## src/rtl/ddr_arb_pkg.sv

```systemverilog
// ddr_arb_pkg: shared defaults and state encoding for the DDR burst arbiter.
package ddr_arb_pkg;
  localparam int ADDR_W_DEF  = 25;
  localparam int LEN_W_DEF   = 10;
  localparam int TIMEOUT_DEF = 4096;
  typedef enum logic [1:0] {IDLE, WR_BUSY, RD_BUSY, GAP} state_e;
endpackage

```

## src/rtl/burst_watchdog.sv

```systemverilog
// burst_watchdog: counts busy cycles of a granted burst and flags the last allowed cycle.
module burst_watchdog #(
  parameter int TIMEOUT = 4096
) (
  input  logic clk,
  input  logic rst,
  input  logic clear,
  input  logic enable,
  output logic expired
);
  localparam int CW = TIMEOUT > 2 ? $clog2(TIMEOUT) : 1;
  logic [CW-1:0] cnt_q;
  always_ff @(posedge clk or posedge rst) begin
    if (rst) cnt_q <= '0;
    else if (clear) cnt_q <= '0;
    else if (enable) cnt_q <= cnt_q + CW'(1);
  end
  assign expired = enable && cnt_q == CW'(TIMEOUT - 1);
endmodule

```

## src/rtl/ddr_burst_arbiter.sv

```systemverilog
// ddr_burst_arbiter: grants write/read bursts to the DDR controller with urgent-read priority,
// round-robin tie breaking, a one-cycle turnaround gap and a per-burst watchdog.
module ddr_burst_arbiter
  import ddr_arb_pkg::*;
#(
  parameter int ADDR_W  = ADDR_W_DEF,
  parameter int LEN_W   = LEN_W_DEF,
  parameter int TIMEOUT = TIMEOUT_DEF
) (
  input  logic              clk,
  input  logic              rst,
  input  logic              ddr_init_done,
  input  logic              wr_req,
  input  logic [ADDR_W-1:0] wr_addr,
  input  logic [LEN_W-1:0]  wr_len,
  output logic              wr_finish,
  input  logic              rd_req,
  input  logic              rd_urgent,
  input  logic [ADDR_W-1:0] rd_addr,
  input  logic [LEN_W-1:0]  rd_len,
  output logic              rd_finish,
  output logic              ddr_wr_burst_req,
  output logic              ddr_rd_burst_req,
  output logic [ADDR_W-1:0] ddr_burst_addr,
  output logic [LEN_W-1:0]  ddr_burst_len,
  input  logic              ddr_wr_burst_finish,
  input  logic              ddr_rd_burst_finish,
  output logic              busy,
  output logic              err_timeout,
  output logic [15:0]       wr_burst_cnt,
  output logic [15:0]       rd_burst_cnt
);
  state_e            state_q, state_d;
  logic [ADDR_W-1:0] addr_q, addr_d;
  logic [LEN_W-1:0]  len_q, len_d;
  logic              wr_req_q, wr_req_d, rd_req_q, rd_req_d;
  logic              wr_fin_q, wr_fin_d, rd_fin_q, rd_fin_d;
  logic              err_q, err_d, last_wr_q, last_wr_d;
  logic [15:0]       wr_cnt_q, wr_cnt_d, rd_cnt_q, rd_cnt_d;
  logic              in_busy, fin, expired, pick_rd, grant_wr, grant_rd;

  assign in_busy  = state_q == WR_BUSY || state_q == RD_BUSY;
  assign fin      = (state_q == WR_BUSY && ddr_wr_burst_finish) || (state_q == RD_BUSY && ddr_rd_burst_finish);
  // Urgent read wins outright; otherwise the client not served last wins a tie.
  assign pick_rd  = rd_req && (rd_urgent || !wr_req || last_wr_q);
  assign grant_rd = state_q == IDLE && ddr_init_done && pick_rd;
  assign grant_wr = state_q == IDLE && ddr_init_done && wr_req && !pick_rd;

  burst_watchdog #(.TIMEOUT(TIMEOUT)) u_wdog (
    .clk     (clk),
    .rst     (rst),
    .clear   (grant_wr || grant_rd),
    .enable  (in_busy),
    .expired (expired)
  );

  always_comb begin
    state_d   = state_q;
    addr_d    = addr_q;
    len_d     = len_q;
    wr_req_d  = wr_req_q;
    rd_req_d  = rd_req_q;
    wr_fin_d  = 1'b0;
    rd_fin_d  = 1'b0;
    err_d     = err_q;
    last_wr_d = last_wr_q;
    wr_cnt_d  = wr_cnt_q;
    rd_cnt_d  = rd_cnt_q;
    if (grant_wr || grant_rd) begin
      state_d  = grant_wr ? WR_BUSY : RD_BUSY;
      addr_d   = grant_wr ? wr_addr : rd_addr;
      len_d    = grant_wr ? wr_len : rd_len;
      wr_req_d = grant_wr;
      rd_req_d = grant_rd;
    end else if (in_busy && (fin || expired)) begin
      // A finish coinciding with expiry is treated as a normal completion.
      state_d   = GAP;
      wr_req_d  = 1'b0;
      rd_req_d  = 1'b0;
      wr_fin_d  = state_q == WR_BUSY;
      rd_fin_d  = state_q == RD_BUSY;
      last_wr_d = state_q == WR_BUSY;
      err_d     = err_q || !fin;
      wr_cnt_d  = wr_cnt_q + 16'(fin && state_q == WR_BUSY);
      rd_cnt_d  = rd_cnt_q + 16'(fin && state_q == RD_BUSY);
    end else if (state_q == GAP) begin
      state_d = IDLE;
    end
  end

  always_ff @(posedge clk or posedge rst) begin
    if (rst) begin
      state_q   <= IDLE;
      addr_q    <= '0;
      len_q     <= '0;
      wr_req_q  <= 1'b0;
      rd_req_q  <= 1'b0;
      wr_fin_q  <= 1'b0;
      rd_fin_q  <= 1'b0;
      err_q     <= 1'b0;
      last_wr_q <= 1'b0;
      wr_cnt_q  <= '0;
      rd_cnt_q  <= '0;
    end else begin
      state_q   <= state_d;
      addr_q    <= addr_d;
      len_q     <= len_d;
      wr_req_q  <= wr_req_d;
      rd_req_q  <= rd_req_d;
      wr_fin_q  <= wr_fin_d;
      rd_fin_q  <= rd_fin_d;
      err_q     <= err_d;
      last_wr_q <= last_wr_d;
      wr_cnt_q  <= wr_cnt_d;
      rd_cnt_q  <= rd_cnt_d;
    end
  end

  assign ddr_wr_burst_req = wr_req_q;
  assign ddr_rd_burst_req = rd_req_q;
  assign ddr_burst_addr   = addr_q;
  assign ddr_burst_len    = len_q;
  assign wr_finish        = wr_fin_q;
  assign rd_finish        = rd_fin_q;
  assign busy             = state_q != IDLE;
  assign err_timeout      = err_q;
  assign wr_burst_cnt     = wr_cnt_q;
  assign rd_burst_cnt     = rd_cnt_q;
endmodule

```

## config.mk

```make
export PLATFORM = sky130hd
export DESIGN_NAME = ddr_burst_arbiter
export DESIGN_NICKNAME = d
export VERILOG_FILES = /design/src/rtl/ddr_arb_pkg.sv /design/src/rtl/burst_watchdog.sv /design/src/rtl/ddr_burst_arbiter.sv
export SDC_FILE = /design/constraint.sdc
export NUM_CORES = 1
export LEC_CHECK = 0
export BUFFER_PORTS_ARGS = -buffer_cell sky130_fd_sc_hd__buf_2
export CAP_MARGIN = 20
export CORE_ASPECT_RATIO = 1.25
export CORE_UTILIZATION = 35
export CTS_CLUSTER_DIAMETER = 80
export DETAILED_ROUTE_END_ITERATION = 7
export HOLD_SLACK_MARGIN = 0.12
export PLACE_DENSITY = 0.71
export SLEW_MARGIN = 20
export SYNTH_ARGS = -nofsm -noshare
export SYNTH_HDL_FRONTEND = slang
export SYNTH_HIERARCHICAL = 1
export SYNTH_SLANG_ARGS = --single-unit
```

## constraint.sdc

```tcl
create_clock -name clk -period 2.4 [get_ports clk]
set_input_delay 0.48 -clock clk [delete_from_list [all_inputs] [get_ports clk]]
set_output_delay 0.48 -clock clk [all_outputs]
set_load 0.01 [all_outputs]
```

### After elaboration in Yosys (flattened, before gate mapping)

Index checks and enable logic that the tools add are counted.
Widths: inputs -> output; s select.

* bitwise logic cells: 1
* add/sub/neg operators: 3
* reduce and logical (&&, ||, !) cells: 27
* equal/unequal tests: 4
* muxes and demuxes: 15

Operator list (count)
* $add 16x1->16: 2
* $mux 25: 1
* $mux 12: 2
* $add 12x1->12 const B: 1
* $eq 12x12->1 const B: 1
* $logic_and 1x1->1: 11
* $mux 10: 1
* $mux 2: 4
* $logic_or 1x1->1: 7
* $mux 1: 7
* $reduce_bool 2->1: 3
* $eq 2x2->1 const B: 2
* $logic_not 1->1: 3
* $reduce_bool 3->1: 1
* $eq 2x1->1 const B: 1
* $logic_not 2->1: 1
* $reduce_and 2->1: 1
* $not 1->1: 1

* logic and storage cells: 62
* output and inout bits: 73
* bits in registers: 87

### Logic depth before layout (Yosys ltp)

Gate-level depths: netlist of run 1.

* depth after elaboration: 9
* mapped depth: 12
* mapped depth without buffers: 10

### By module

Netlist of run 1, hierarchy kept.

Modules (own cells, without submodules)
* ddr_burst_arbiter: times used 1, cells each 299, sequential area each 1876.8 um2, area each 3367.0 um2
* burst_watchdog: times used 1, cells each 68, sequential area each 300.3 um2, area each 644.4 um2

### Worst setup path before layout of run 1

No wires, ideal clock.

* path kind: register to register
* start point: register state_q[0]
* end point: register wr_cnt_q[9] (netlist: wr_burst_cnt[9])
* buffers on the path: 3
* arrival time: 2364 ps
* period minus slack after synthesis: 2490 ps
* stages on the path, launching flop included: 13
* library setup time: 126 ps
* slack: -90 ps
* path through: dfrtp_1 -> inv_1 -> ha_1 -> buf_2 -> nand2_1 -> or3_1 -> nor3_1 -> a221o_1 -> and3_1 -> buf_6 -> buf_6 -> nand4_1 -> xnor2_1

* elaborated cells on any way between the ends: 19

RTL lines
* start: declaration: line ddr_burst_arbiter.sv:33 `state_e state_q, state_d;`
* start signal: assignment: line ddr_burst_arbiter.sv:105 `state_q <= state_d;`
* $eq 2x1->1 or $eq 2x2->1 (tied branches): line ddr_burst_arbiter.sv:42 `assign in_busy = state_q == WR_BUSY || state_q == RD_BUSY;`
* $logic_or 1x1->1 (*): line ddr_burst_arbiter.sv:42
* net in_busy: line ddr_burst_arbiter.sv:40 `logic in_busy, fin, expired, pick_rd, grant_wr, grant_rd;`
* $logic_and 1x1->1 (*): line burst_watchdog.sv:18 `assign expired = enable && cnt_q == CW'(TIMEOUT - 1);`
* net expired: line ddr_burst_arbiter.sv:40
* $logic_or 1x1->1 (*): line ddr_burst_arbiter.sv:75 `end else if (in_busy && (fin || expired)) begin`
* $logic_and 1x1->1 (*): line ddr_burst_arbiter.sv:75
* $reduce_and 2->1 (no line) (*)
* end signal: assignment: line ddr_burst_arbiter.sv:114 `wr_cnt_q <= wr_cnt_d;`
* end: declaration: line ddr_burst_arbiter.sv:39 `logic [15:0] wr_cnt_q, wr_cnt_d, rd_cnt_q, rd_cnt_d;`

Mark *: on every way through the listed nets, which the timed path passes. The rest lies on a longest branch.
A chain may end at the register's enable or synchronous reset.

### Final worst setup path of run 1

* start point: register state_q[0]
* end point: register wr_cnt_q[6] (netlist: wr_burst_cnt[6])

Same word-level chain as after synthesis.

==> flow_summary_export.csv, run 1 <==
group,metric,value,unit
worst_setup_path,critPathLaunch,"state_q[0]$_DFFE_PP0P_",
cts,cts-hold-fix-buffers,0,
routing,avgViaCountPerCell,5.35,
power,swShare,34.1,%
routing,drtIter0Drc,245,
timing,tightest_slew,0.705,ns
worst_setup_path,r2r_end,"wr_burst_cnt[6]$_DFFE_PP0P_",
worst_setup_path,crit_chain,"inv_2, ha_4, nand2_4, or3_4, nor3_4, a221o_1, and3_4, clkbuf_16, nand3_1, xnor2_1",
timing,max_freq,433,MHz
synth,synth.distinct_cells,38,
floorplan,die-width,97.8,um
floorplan,die_h,122,um
worst_setup_path,crit_end,"wr_burst_cnt[6]$_DFFE_PP0P_",
power,power_leakage,2.91,nW
timing,final_hold_viol_count,0,
place,place_area,0.00497,mm^2
power,pwr-share-comb,36.0,%
worst_setup_path,r2r_cells,10,
final_layout,drive_above_1_share,38.6,%
floorplan,fp.coreArea,0.0111,mm^2
min_path,min_path_type,"in -> async",
power,p_clk_share,25.7,%
power,p_per_area,1020,mW/mm^2
synth,synth_top_area_share,54.3,%
cts,numCtsBuffers,9,
final_layout,final_area,0.00540,mm^2
floorplan,rows,43,
synth,synthCells,367,
global_route,grt_max_degree,46,
place,globalplace.congestion,0.837,
worst_setup_path,crit_type,"reg -> reg",
place,post-place-ws,0.0314,ns
cts,h-tree-depth,3,
floorplan,ios,151,
flow_run,max_cap_violations,0,
timing,post-route-period-util,96.3,%
worst_setup_path,cp-start-kind,"flip-flop",
timing,finalSetupViolations,0,
synth,synth-main-ff-cell,"dfrtp_1",
final_layout,utilization,48.5,%
worst_setup_path,required,2.62,ns
synth,netlist_top_cells_area,"dfrtp_1 (54%), a222oi_1 (8.7%), xnor2_1 (5.5%), inv_1 (4.2%), ha_1 (3.4%)",
final_layout,nets,615,
global_route,grt_pass1_wl,15800,um
worst_setup_path,end_kind,"flip-flop",
final_layout,area_growth_syn_to_layout,34.7,%
place,port_buffers,150,
worst_setup_path,r2r_start,"state_q[0]$_DFFE_PP0P_",
cts,clock_sinks,87,
global_route,antenna_found_initial,0,
final_layout,instances_no_fill,666,
timing,finalCriticalPeriod,2.31,ns
timing,hold_slack,0.161,ns
worst_setup_path,critPathSlowestCell,"dfrtp_1",
timing,slew_headroom,53.0,%
worst_setup_path,r2r_slack,0.09,ns
synth,ys_ff_latch,87,
routing,postRouteAntennaNets,0,
synth,synth.most_common_cell,"dfrtp_1",
synth,synth.net_count,456,
power,intPower,3.62,mW
synth,yosys_warnings,6,
routing,dr.pass1.iters,8,
place,numPlacedInstances,645,
timing,finalWorstSetupSlack,0.0895,ns
power,p_sw,1.88,mW
synth,synth_seq_area_share,54.3,%
cts,clkLatencyLatePin,0.34,ns
routing,wl,10100,um
routing,wl_per_cell,15.2,um
power,peakVddDrop,0.000501,V
synth,synth_edf_count,0,
global_route,grt_pass1_vias,3401,
place,dp_hpwl,7360,um
synth,synthTopCellsByCount,"dfrtp_1 (87), inv_1 (45), a222oi_1 (35), nand2_1 (26), xnor2_1 (25)",
global_route,grt_use_total,16.8,%
synth,synthArstFlopShare,100,%
worst_setup_path,crit_path_max_incr_delay,0.39,ns
global_route,overflow,0,
synth,post-synth-top-area-cell,"dfrtp_1",
routing,route.vias.total,3561,
floorplan,start_util,36.0,%
timing,final-max-slew-violation-count,0,
status,status,"finished, violations left",
cts,cts_buffer_depth,2,
worst_setup_path,crit_arrival,2.53,ns
synth,mappedNetlistArea,0.00401,mm^2
status,violations,"DRC",
cts,cts.clk_slew.worst_paths,0.07,ns
cts,cts_tree,"built",
worst_setup_path,path_max_fanout,6,
final_layout,antenna_cells,0,
power,power_frac_seq,38.2,%
floorplan,dieArea,0.0119,mm^2
cts,cts_root_buf,"clkbuf_16",
routing,drc,12,
timing,finClkSkew,0.00705,ns
synth,avgSynthCellArea,10.9,um^2
==> power by group through the flow <==
stage / Sequential, mW / Combinational, mW / Clock [mW]
finish: 2.10 / 1.98 / 1.41
global route: 2.15 / 2.21 / 1.51
CTS: 2.10 / 1.84 / 1.46
detailed placement: 2.12 / 1.84 / 0
global placement: 2.11 / 1.78 / 0
floorplan: 2.23 / 1.04 / 0
==> layer usage <==
layer	global-route usage [%]	share of wire [%]
met1	19.7	40
met2	27.9	51
met3	4.82	6.6
met4	9.28	2.5
met5	0	0
==> cells in the final DEF, fill, tap and decap left out, types with 3 or more instances in the layout <==
master and count:
buf_2 150, dfrtp_1 87, inv_1 43, a222oi_1 35, nand2_1 25, xnor2_1 24
nand4_1 19, nor2_1 18, buf_4 13, nand3_1 12, clkbuf_16 11, ha_1 10
xor2_1 7, and3_1 5, and2_1 5, a21oi_1 5, nor2b_1 5, o21ai_0 4
a21o_1 4, mux2_2 4, nor3_1 3, nor4_1 3
==> kinds of logic after synthesis <==
family	after synthesis	share of synthesized area, %
adder cells (fa/ha/maj)	11	3.43
buffers and inverters	64	6.74
AND/OR/NAND/NOR	109	14.1
AO/OA/AOI/OAI	59	13.1
multiplexers	5	1.37
XOR/XNOR	32	6.99
flip-flops	87	54.3
==> cell type report <==
cell class / count / area [um^2]
Multi-Input combinational cell: 216 / 1640
Timing Repair Buffer: 167 / 938
Fill cell: 1031 / 5740
Clock inverter: 6 / 68.8
Sequential cell: 87 / 2180
Tap cell: 135 / 169
Inverter: 45 / 169
Clock buffer: 10 / 239
==> state kept, by name, summed over array words and instances, names as in the netlist, 2 cells and up <==
signal	flops
state_q	2
wr_burst_cnt	16
u_wdog/cnt_q	12
ddr_burst_addr	25
ddr_burst_len	10
rd_burst_cnt	16
==> worst max-delay path, delay by kind of cell, from the launching register on <==
kind                       cells  cell delay, ns
AOI/OAI and AO/OA              1            0.21
xor gates and xnor gates       1            0.15
adders and majority gates      1            0.28
buffers and inverters          2            0.24
DFF                            1            0.39
and+or+nand+nor                5            0.93
==> worst min path at each step <==
stage                                       from                           end  slack, ns  cells after the start
global placement    rd_burst_cnt[15]$_DFFE_PP0P_  rd_burst_cnt[15]$_DFFE_PP0P_       0.46                      1
finish                                       rst   u_wdog/cnt_q[6]$_DFFE_PP0P_       0.16                      2
floorplan                                    rst   u_wdog/cnt_q[0]$_DFFE_PP0P_       0.34                      1
detailed placement  rd_burst_cnt[15]$_DFFE_PP0P_  rd_burst_cnt[15]$_DFFE_PP0P_       0.46                      1
global route                                 rst   u_wdog/cnt_q[5]$_DFFE_PP0P_       0.21                      2
CTS                                          rst   u_wdog/cnt_q[5]$_DFFE_PP0P_       0.17                      2
==> timing repair <==
action                                  in CTS  in global routing
endpoints found under the setup margin       0                 28
setup buffers                                0                  3
resized for setup                            0                 11
==> metrics by stage <==
stage | total power [mW] | TNS (ns)
after floorplan | 3.27 | 0
after global placement | 3.89 | 0
after detailed placement | 3.96 | 0
after CTS | 5.40 | 0
after global routing | 5.86 | -0.268
final | 5.50 | 0
No activity file was read; power rests on OpenSTA's default activity.
==> inputs of run 2 (changes only) <==
--- a/config.mk
+++ b/config.mk
@@ -5,6 +5,7 @@
 export SDC_FILE = /design/constraint.sdc
 export NUM_CORES = 1
 export LEC_CHECK = 0
+export ABC_AREA = 1
 export BUFFER_PORTS_ARGS = -buffer_cell sky130_fd_sc_hd__buf_2
 export CAP_MARGIN = 20
 export CORE_ASPECT_RATIO = 1.25
@@ -12,7 +13,7 @@
 export CTS_CLUSTER_DIAMETER = 80
 export DETAILED_ROUTE_END_ITERATION = 7
 export HOLD_SLACK_MARGIN = 0.12
-export PLACE_DENSITY = 0.71
+export PLACE_DENSITY = 0.69
 export SLEW_MARGIN = 20
 export SYNTH_ARGS = -nofsm -noshare
 export SYNTH_HDL_FRONTEND = slang
==> run 2 against run 1 <==
- the flow now finishes without violations
- via count increased by 27%
- cell area increased by 11%
- synthesized cell count increased by 74%
- clock power about the same
- die area increased by 19%
- sequential power increased by 6%
- critical path type unchanged
- critical endpoint is now rd_burst_cnt[10]$_DFFE_PP0P_
- highest routed layer unchanged
==> flow_summary_export.csv, run 2 <==
group,metric,value,unit
status,status,"finished clean",
cts,clkLatencyLatePin,0.34,ns
synth,synthArstFlopShare,100,%
floorplan,fp.coreArea,0.0133,mm^2
cts,cts_buffer_depth,2,
worst_setup_path,r2r_cells,15,
floorplan,ios,151,
timing,max_freq,460,MHz
synth,synth_edf_count,0,
power,p_per_area,953,mW/mm^2
cts,h-tree-depth,3,
final_layout,antenna_cells,0,
worst_setup_path,crit_chain,"inv_1, ha_1, nand2_1, nand2_1, inv_1, nor2_2, ha_2, ha_2, nand2_1, nor2_4, nand2_1, o21ai_1, nand2_1, nand2_1, nand2_1",
synth,synth_top_area_share,45.6,%
timing,final-max-slew-violation-count,0,
floorplan,rows,47,
worst_setup_path,r2r_start,"state_q[0]$_DFFE_PP0P_",
global_route,antenna_found_initial,0,
timing,final_hold_viol_count,0,
cts,clock_sinks,87,
timing,finalCriticalPeriod,2.17,ns
timing,finClkSkew,0.00807,ns
timing,slew_headroom,59.0,%
worst_setup_path,crit_top_cell,"nand2_1",
worst_setup_path,critPathLaunch,"state_q[0]$_DFFE_PP0P_",
worst_setup_path,required,2.63,ns
routing,wl_per_cell,12.0,um
routing,drtIter0Drc,248,
timing,post-route-period-util,90.5,%
final_layout,nFillCells,1378,
worst_setup_path,worst-path-stages,15,
routing,drc,0,
worst_setup_path,crit_arrival,2.40,ns
power,peakVddDrop,0.000468,V
cts,numCtsBuffers,9,
final_layout,drive_above_1_share,27.0,%
timing,hold_slack,0.167,ns
floorplan,die-width,106,um
routing,route.vias.total,4535,
synth,mappedNetlistArea,0.00477,mm^2
synth,synthCells,637,
worst_setup_path,crit_path_max_incr_delay,0.42,ns
cts,cts-hold-fix-buffers,0,
place,dp_hpwl,8590,um
synth,yosys_warnings,6,
final_layout,layout_commonest_cell,"nand2_1",
synth,ys_ff_latch,87,
timing,fin_setup_tns,0,ns
floorplan,die_h,133,um
worst_setup_path,end_kind,"flip-flop",
power,power_leakage,3.24,nW
worst_setup_path,critical-path-top-delay-family,"simple AND/OR/NAND/NOR gates",
timing,finalSetupViolations,0,
cts,cts_tree,"built",
synth,synth-main-ff-cell,"dfrtp_1",
flow_run,max_cap_violations,0,
final_layout,mostFrequentLayoutCells,"nand2_1 (273), buf_2 (150), dfrtp_1 (87), inv_1 (59), nand3_1 (57)",
worst_setup_path,cp-start-kind,"flip-flop",
timing,tightest_slew,0.613,ns
synth,avgSynthCellArea,7.49,um^2
final_layout,largest_reg_flops,25,
timing,rsz0062_at_grt,"no",
synth,synth_seq_area_share,45.6,%
min_path,min_path_type,"in -> async",
cts,cts.clk_slew.worst_paths,0.06,ns
worst_setup_path,path_max_fanout,4,
final_layout,multi_input_area,0.00224,mm^2
final_layout,area_growth_syn_to_layout,26.2,%
synth,synth.distinct_cells,28,
synth,post-synth-top-area-cell,"dfrtp_1",
synth,synth.most_common_cell,"nand2_1",
global_route,grt_max_degree,44,
worst_setup_path,critPathSlowestCell,"dfrtp_1",
routing,dr.pass1.iters,5,
synth,synthTopCellsByCount,"nand2_1 (273), dfrtp_1 (87), inv_1 (60), nand3_1 (57), nor2_1 (52)",
worst_setup_path,crit_type,"reg -> reg",
final_layout,seqCellArea,0.00218,mm^2
global_route,grt_use_total,17.1,%
routing,postRouteAntennaNets,0,
global_route,overflow,0,
synth,netlist_top_cells_area,"dfrtp_1 (46%), nand2_1 (21%), nand3_1 (6.0%), inv_1 (4.7%), nor2_1 (4.1%)",
routing,wl,11600,um
floorplan,dieArea,0.0141,mm^2
routing,avgViaCountPerCell,4.70,
cts,cts_root_buf,"clkbuf_16",
synth,synth.net_count,726,
place,port_buffers,150,
floorplan,start_util,35.9,%
worst_setup_path,crit_buf_inv,2,
global_route,grt_pass1_wl,19300,um
final_layout,nets,878,
place,globalplace.congestion,0.804,
global_route,grt_pass1_vias,4135,
-- run 2: repair_timing --
| action | 4_1_cts | 5_1_grt |
|---|---|---|
| resized for setup | 0 | 11 |
| setup buffers | 0 | 1 |
| endpoints found under the setup margin | 0 | 8 |
-- run 2: cells by family after synthesis --
| logic type | after synthesis | share of synthesized area (%) |
|---|---|---|
| fa+ha+maj | 11 | 2.88 |
| xor+xnor | 12 | 2.20 |
| buf+inv | 81 | 8.10 |
| flops | 87 | 45.6 |
| simple gates | 416 | 37.1 |
| compound gates | 30 | 4.07 |
-- run 2: path summary, 6_finish.rpt --
kind	to	slack, ns
worst max-delay path	rd_burst_cnt[10]$_DFFE_PP0P_	0.23
worst min-delay path	u_wdog/cnt_q[1]$_DFFE_PP0P_	0.17
worst max register to register	rd_burst_cnt[10]$_DFFE_PP0P_	0.23
worst min register to register	ddr_burst_addr[1]$_DFFE_PP0P_	0.47
max in group asynchronous	rd_burst_cnt[7]$_DFFE_PP0P_	1.68
min in group clk	ddr_burst_addr[16]$_DFFE_PP0P_	0.36
-- run 2: worst reg2reg max path: stages (launching register included) --
cell and delay [ns]:
dfrtp_1 0.42, inv_1 0.09, ha_1 0.17, nand2_1 0.07
nand2_1 0.10, inv_1 0.08, nor2_2 0.11, ha_2 0.21
ha_2 0.19, nand2_1 0.09, nor2_4 0.14, nand2_1 0.11
o21ai_1 0.13, nand2_1 0.06, nand2_1 0.06, nand2_1 0.05
-- run 2: power breakdown --
| part | switching, mW | internal [mW] |
|---|---|---|
| clock | 0.576 | 0.862 |
| combinational | 1.26 | 0.807 |
| sequential | 0.309 | 1.92 |
| total | 2.15 | 3.59 |
-- run 2: metal layers --
layer,vias up,wire length (um),GRT usage [%],share of wire [%]
met2,158,5630,29.3,49
met1,2068,5080,21.3,44
li1,2289,-,-,-
met4,0,230,6.01,2.0
met3,20,634,3.65,5.5
met5,-,0,0,0
-- run 2: metrics by stage --
step | total power, mW | instances | setup slack [ns] | area [um^2] | util (%)
finish | 5.74 | 965 | 0.227 | 6020 | 45.3
global placement | 4.29 | 948 | 0.189 | 5670 | 42.7
CTS | 5.79 | 964 | 0.0720 | 5980 | 45.0
floorplan | 3.55 | 637 | 0.0100 | 4770 | -
global route | 6.17 | 965 | 0.00919 | 6020 | 45.3
detailed placement | 4.33 | 948 | 0.0740 | 5670 | 42.7
-- run 2: area by class of cell --
class | instances | share of cell area [%]
multi-input cells | 469 | 37.2
flip-flops and latches | 87 | 36.2
repair buffers | 158 | 13.9
clock buffers | 11 | 4.20
inverters | 64 | 4.09
well taps | 171 | 3.55
clock inverters | 5 | 0.935
==> inputs of run 3 (changes only) <==
--- a/config.mk
+++ b/config.mk
@@ -8,12 +8,14 @@
 export ABC_AREA = 1
 export BUFFER_PORTS_ARGS = -buffer_cell sky130_fd_sc_hd__buf_2
 export CAP_MARGIN = 20
+export CELL_PAD_IN_SITES_DETAIL_PLACEMENT = 1
+export CELL_PAD_IN_SITES_GLOBAL_PLACEMENT = 2
 export CORE_ASPECT_RATIO = 1.25
-export CORE_UTILIZATION = 35
+export CORE_UTILIZATION = 25
 export CTS_CLUSTER_DIAMETER = 80
 export DETAILED_ROUTE_END_ITERATION = 7
 export HOLD_SLACK_MARGIN = 0.12
-export PLACE_DENSITY = 0.69
+export PLACE_DENSITY_LB_ADDON = 0.1
 export SLEW_MARGIN = 20
 export SYNTH_ARGS = -nofsm -noshare
 export SYNTH_HDL_FRONTEND = slang
==> run 3 against run 2 <==
- the flow now finishes with violations (DRC)
- sequential share of layout area shrank 1.1 points
- highest routed layer unchanged
- critical path type unchanged
- clock-buffer cell count is 2 lower
- non-clock buffer count grew 10
- largest power group unchanged
- core utilization is 12 points lower
- routed wire length is 30% higher
- fmax decreased by 3.5%
- final cell count increased by 7.4%
- clock skew down 0.00091 ns
- via count rose by 2.8%
==> flow_summary_export.csv, run 3 (same netlist as run 2, synthesis figures left out) <==
group,metric,value,unit
timing,hold_slack,0.177,ns
timing,finalWorstSetupSlack,0.149,ns
cts,clkLatencyLatePin,0.34,ns
final_layout,drive_above_1_share,28.1,%
routing,maxUsedRoutingLayer,"met4",
worst_setup_path,end_kind,"flip-flop",
worst_setup_path,critical-path-top-delay-family,"simple AND/OR/NAND/NOR gates",
routing,drc,7,
cts,cts-hold-fix-buffers,0,
global_route,grt_pass1_wl,25100,um
status,violations,"DRC",
timing,tightest_slew,0.668,ns
cts,cts_root_buf,"clkbuf_16",
worst_setup_path,cp-start-kind,"flip-flop",
routing,drtIter0Drc,143,
cts,cts_buffer_depth,2,
cts,cts_tree,"built",
worst_setup_path,crit_type,"reg -> reg",
timing,finalSetupViolations,0,
min_path,min_path_type,"in -> async",
power,p_per_area,957,mW/mm^2
worst_setup_path,crit_end,"rd_burst_cnt[12]$_DFFE_PP0P_",
worst_setup_path,r2r_slack,0.15,ns
cts,clock_sinks,87,
place,port_buffers,150,
worst_setup_path,crit_buf_inv,3,
final_layout,nFillCells,2336,
final_layout,area_growth_syn_to_layout,30.2,%
place,globalplace.congestion,0.715,
worst_setup_path,r2r_end,"rd_burst_cnt[12]$_DFFE_PP0P_",
worst_setup_path,r2r_cells,16,
floorplan,rows,56,
floorplan,fp.coreArea,0.0187,mm^2
floorplan,die-width,126,um
power,peakVddDrop,0.000469,V
routing,route.met3.wl,903,um
worst_setup_path,r2r_start,"state_q[0]$_DFFE_PP0P_",
routing,routed-wl-met2,7710,um
worst_setup_path,crit_path_max_incr_delay,0.41,ns
timing,max_freq,444,MHz
timing,slew_headroom,55.4,%
floorplan,die_h,156,um
worst_setup_path,crit_arrival,2.49,ns
floorplan,dieArea,0.0196,mm^2
timing,finalCriticalPeriod,2.25,ns
final_layout,largest_reg_flops,25,
worst_setup_path,crit_chain,"inv_1, ha_2, nand2_1, nand2_1, inv_1, nor2_2, ha_2, ha_4, nand2_1, nor2_4, buf_4, nand3_1, nand2_1, nand2_1, nand2_1, o21ai_2",
final_layout,nets,888,
timing,final-max-slew-violation-count,0,
worst_setup_path,path_max_fanout,4,
power,power_leakage,3.31,nW
final_layout,antenna_cells,0,
floorplan,start_util,25.5,%
worst_setup_path,crit_top_cell,"nand2_1",
global_route,grt_pass1_vias,4935,
place,dp_hpwl,11500,um
worst_setup_path,required,2.64,ns
global_route,grt_max_degree,37,
cts,h-tree-depth,3,
timing,post-route-period-util,93.8,%
final_layout,mostFrequentLayoutCells,"nand2_1 (272), buf_2 (150), dfrtp_1 (87), inv_1 (59), nand3_1 (57)",
routing,postRouteAntennaNets,0,
worst_setup_path,worst-path-stages,16,
floorplan,ios,151,
routing,avgViaCountPerCell,4.50,
routing,wl_per_cell,14.5,um
final_layout,layout_commonest_cell,"nand2_1",
global_route,overflow,0,
status,status,"finished, violations left",
cts,cts.clk_slew.worst_paths,0.07,ns
routing,met1_length,6200,um
routing,dr.pass1.iters,6,
global_route,antenna_found_initial,0,
worst_setup_path,critPathSlowestCell,"dfrtp_1",
routing,route.vias.total,4660,
global_route,grt_use_total,16.2,%
flow_run,max_cap_violations,0,
cts,numCtsBuffers,9,
worst_setup_path,critPathLaunch,"state_q[0]$_DFFE_PP0P_",
routing,wl,15000,um
timing,finClkSkew,0.00716,ns
timing,final_hold_viol_count,0,
place,post-place-ws,-0.0952,ns
-- run 3: power by group --
group	internal [mW]	switching [mW]	total, mW
sequential	1.92	0.316	2.24
clock	0.917	0.628	1.54
combinational	0.841	1.32	2.16
-- run 3: routing by layer --
metal	track usage, %	vias up
met5	0	-
met4	5.81	0
met3	4.07	12
met2	29.8	112
met1	17.9	2239
li1	-	2297
-- run 3: per-stage QoR --
| stage | TNS, ns | total power [mW] | area (um^2) | cells | utilization [%] |
|---|---|---|---|---|---|
| 3_3_place_gp | 0 | 4.38 | 5790 | 1013 | 31.0 |
| 4_1_cts | 0 | 6.04 | 6120 | 1029 | 32.7 |
| 3_5_place_dp | -0.141 | 4.44 | 5790 | 1013 | 31.0 |
| 5_1_grt | -0.0721 | 6.44 | 6210 | 1036 | 33.2 |
| 6_report | 0 | 5.95 | 6210 | 1036 | 33.2 |
| 2_1_floorplan | 0 | 3.55 | 4770 | 637 | - |
-- run 3: worst min-delay path by stage --
stage,end,depth (start not counted),start,slack [ns]
after floorplan,u_wdog/cnt_q[0]$_DFFE_PP0P_,1,rst,0.34
after global placement,ddr_wr_burst_req$_DFFE_PP0P_,2,ddr_wr_burst_req$_DFFE_PP0P_,0.46
after detailed placement,ddr_burst_len[6]$_DFFE_PP0P_,2,ddr_burst_len[6]$_DFFE_PP0P_,0.47
after CTS,u_wdog/cnt_q[2]$_DFFE_PP0P_,2,rst,0.19
after global routing,u_wdog/cnt_q[3]$_DFFE_PP0P_,2,rst,0.22
final,u_wdog/cnt_q[10]$_DFFE_PP0P_,2,rst,0.18
-- run 3: cell type report --
class                           count  area, um^2  share of cell area (%)
Multi-Input combinational cell    469        2250                    36.3
Sequential cell                    87        2180                    35.0
Timing Repair Buffer              168         923                    14.9
Tap cell                          232         290                    4.67
Inverter                           64         246                    3.97
Clock buffer                        9         225                    3.62
Clock inverter                      7        96.3                    1.55
-- run 3: worst register-to-register path, delay by kind of cell (launching register included) --
kind	cells	cell delay (ns)
and+or+nand+nor	9	0.82
adders and majority gates	3	0.56
DFF	1	0.41
buffers and inverters	3	0.32
AOI/OAI and AO/OA	1	0.05
-- run 3: repair_timing --
| action | 4_1_cts | 5_1_grt |
|---|---|---|
| resized for setup | 2 | 12 |
| buffers inserted | 0 | 7 |
| pin swaps | 0 | 2 |
| setup endpoints to repair | 2 | 16 |
| endpoints found under the hold margin | 0 | 0 |
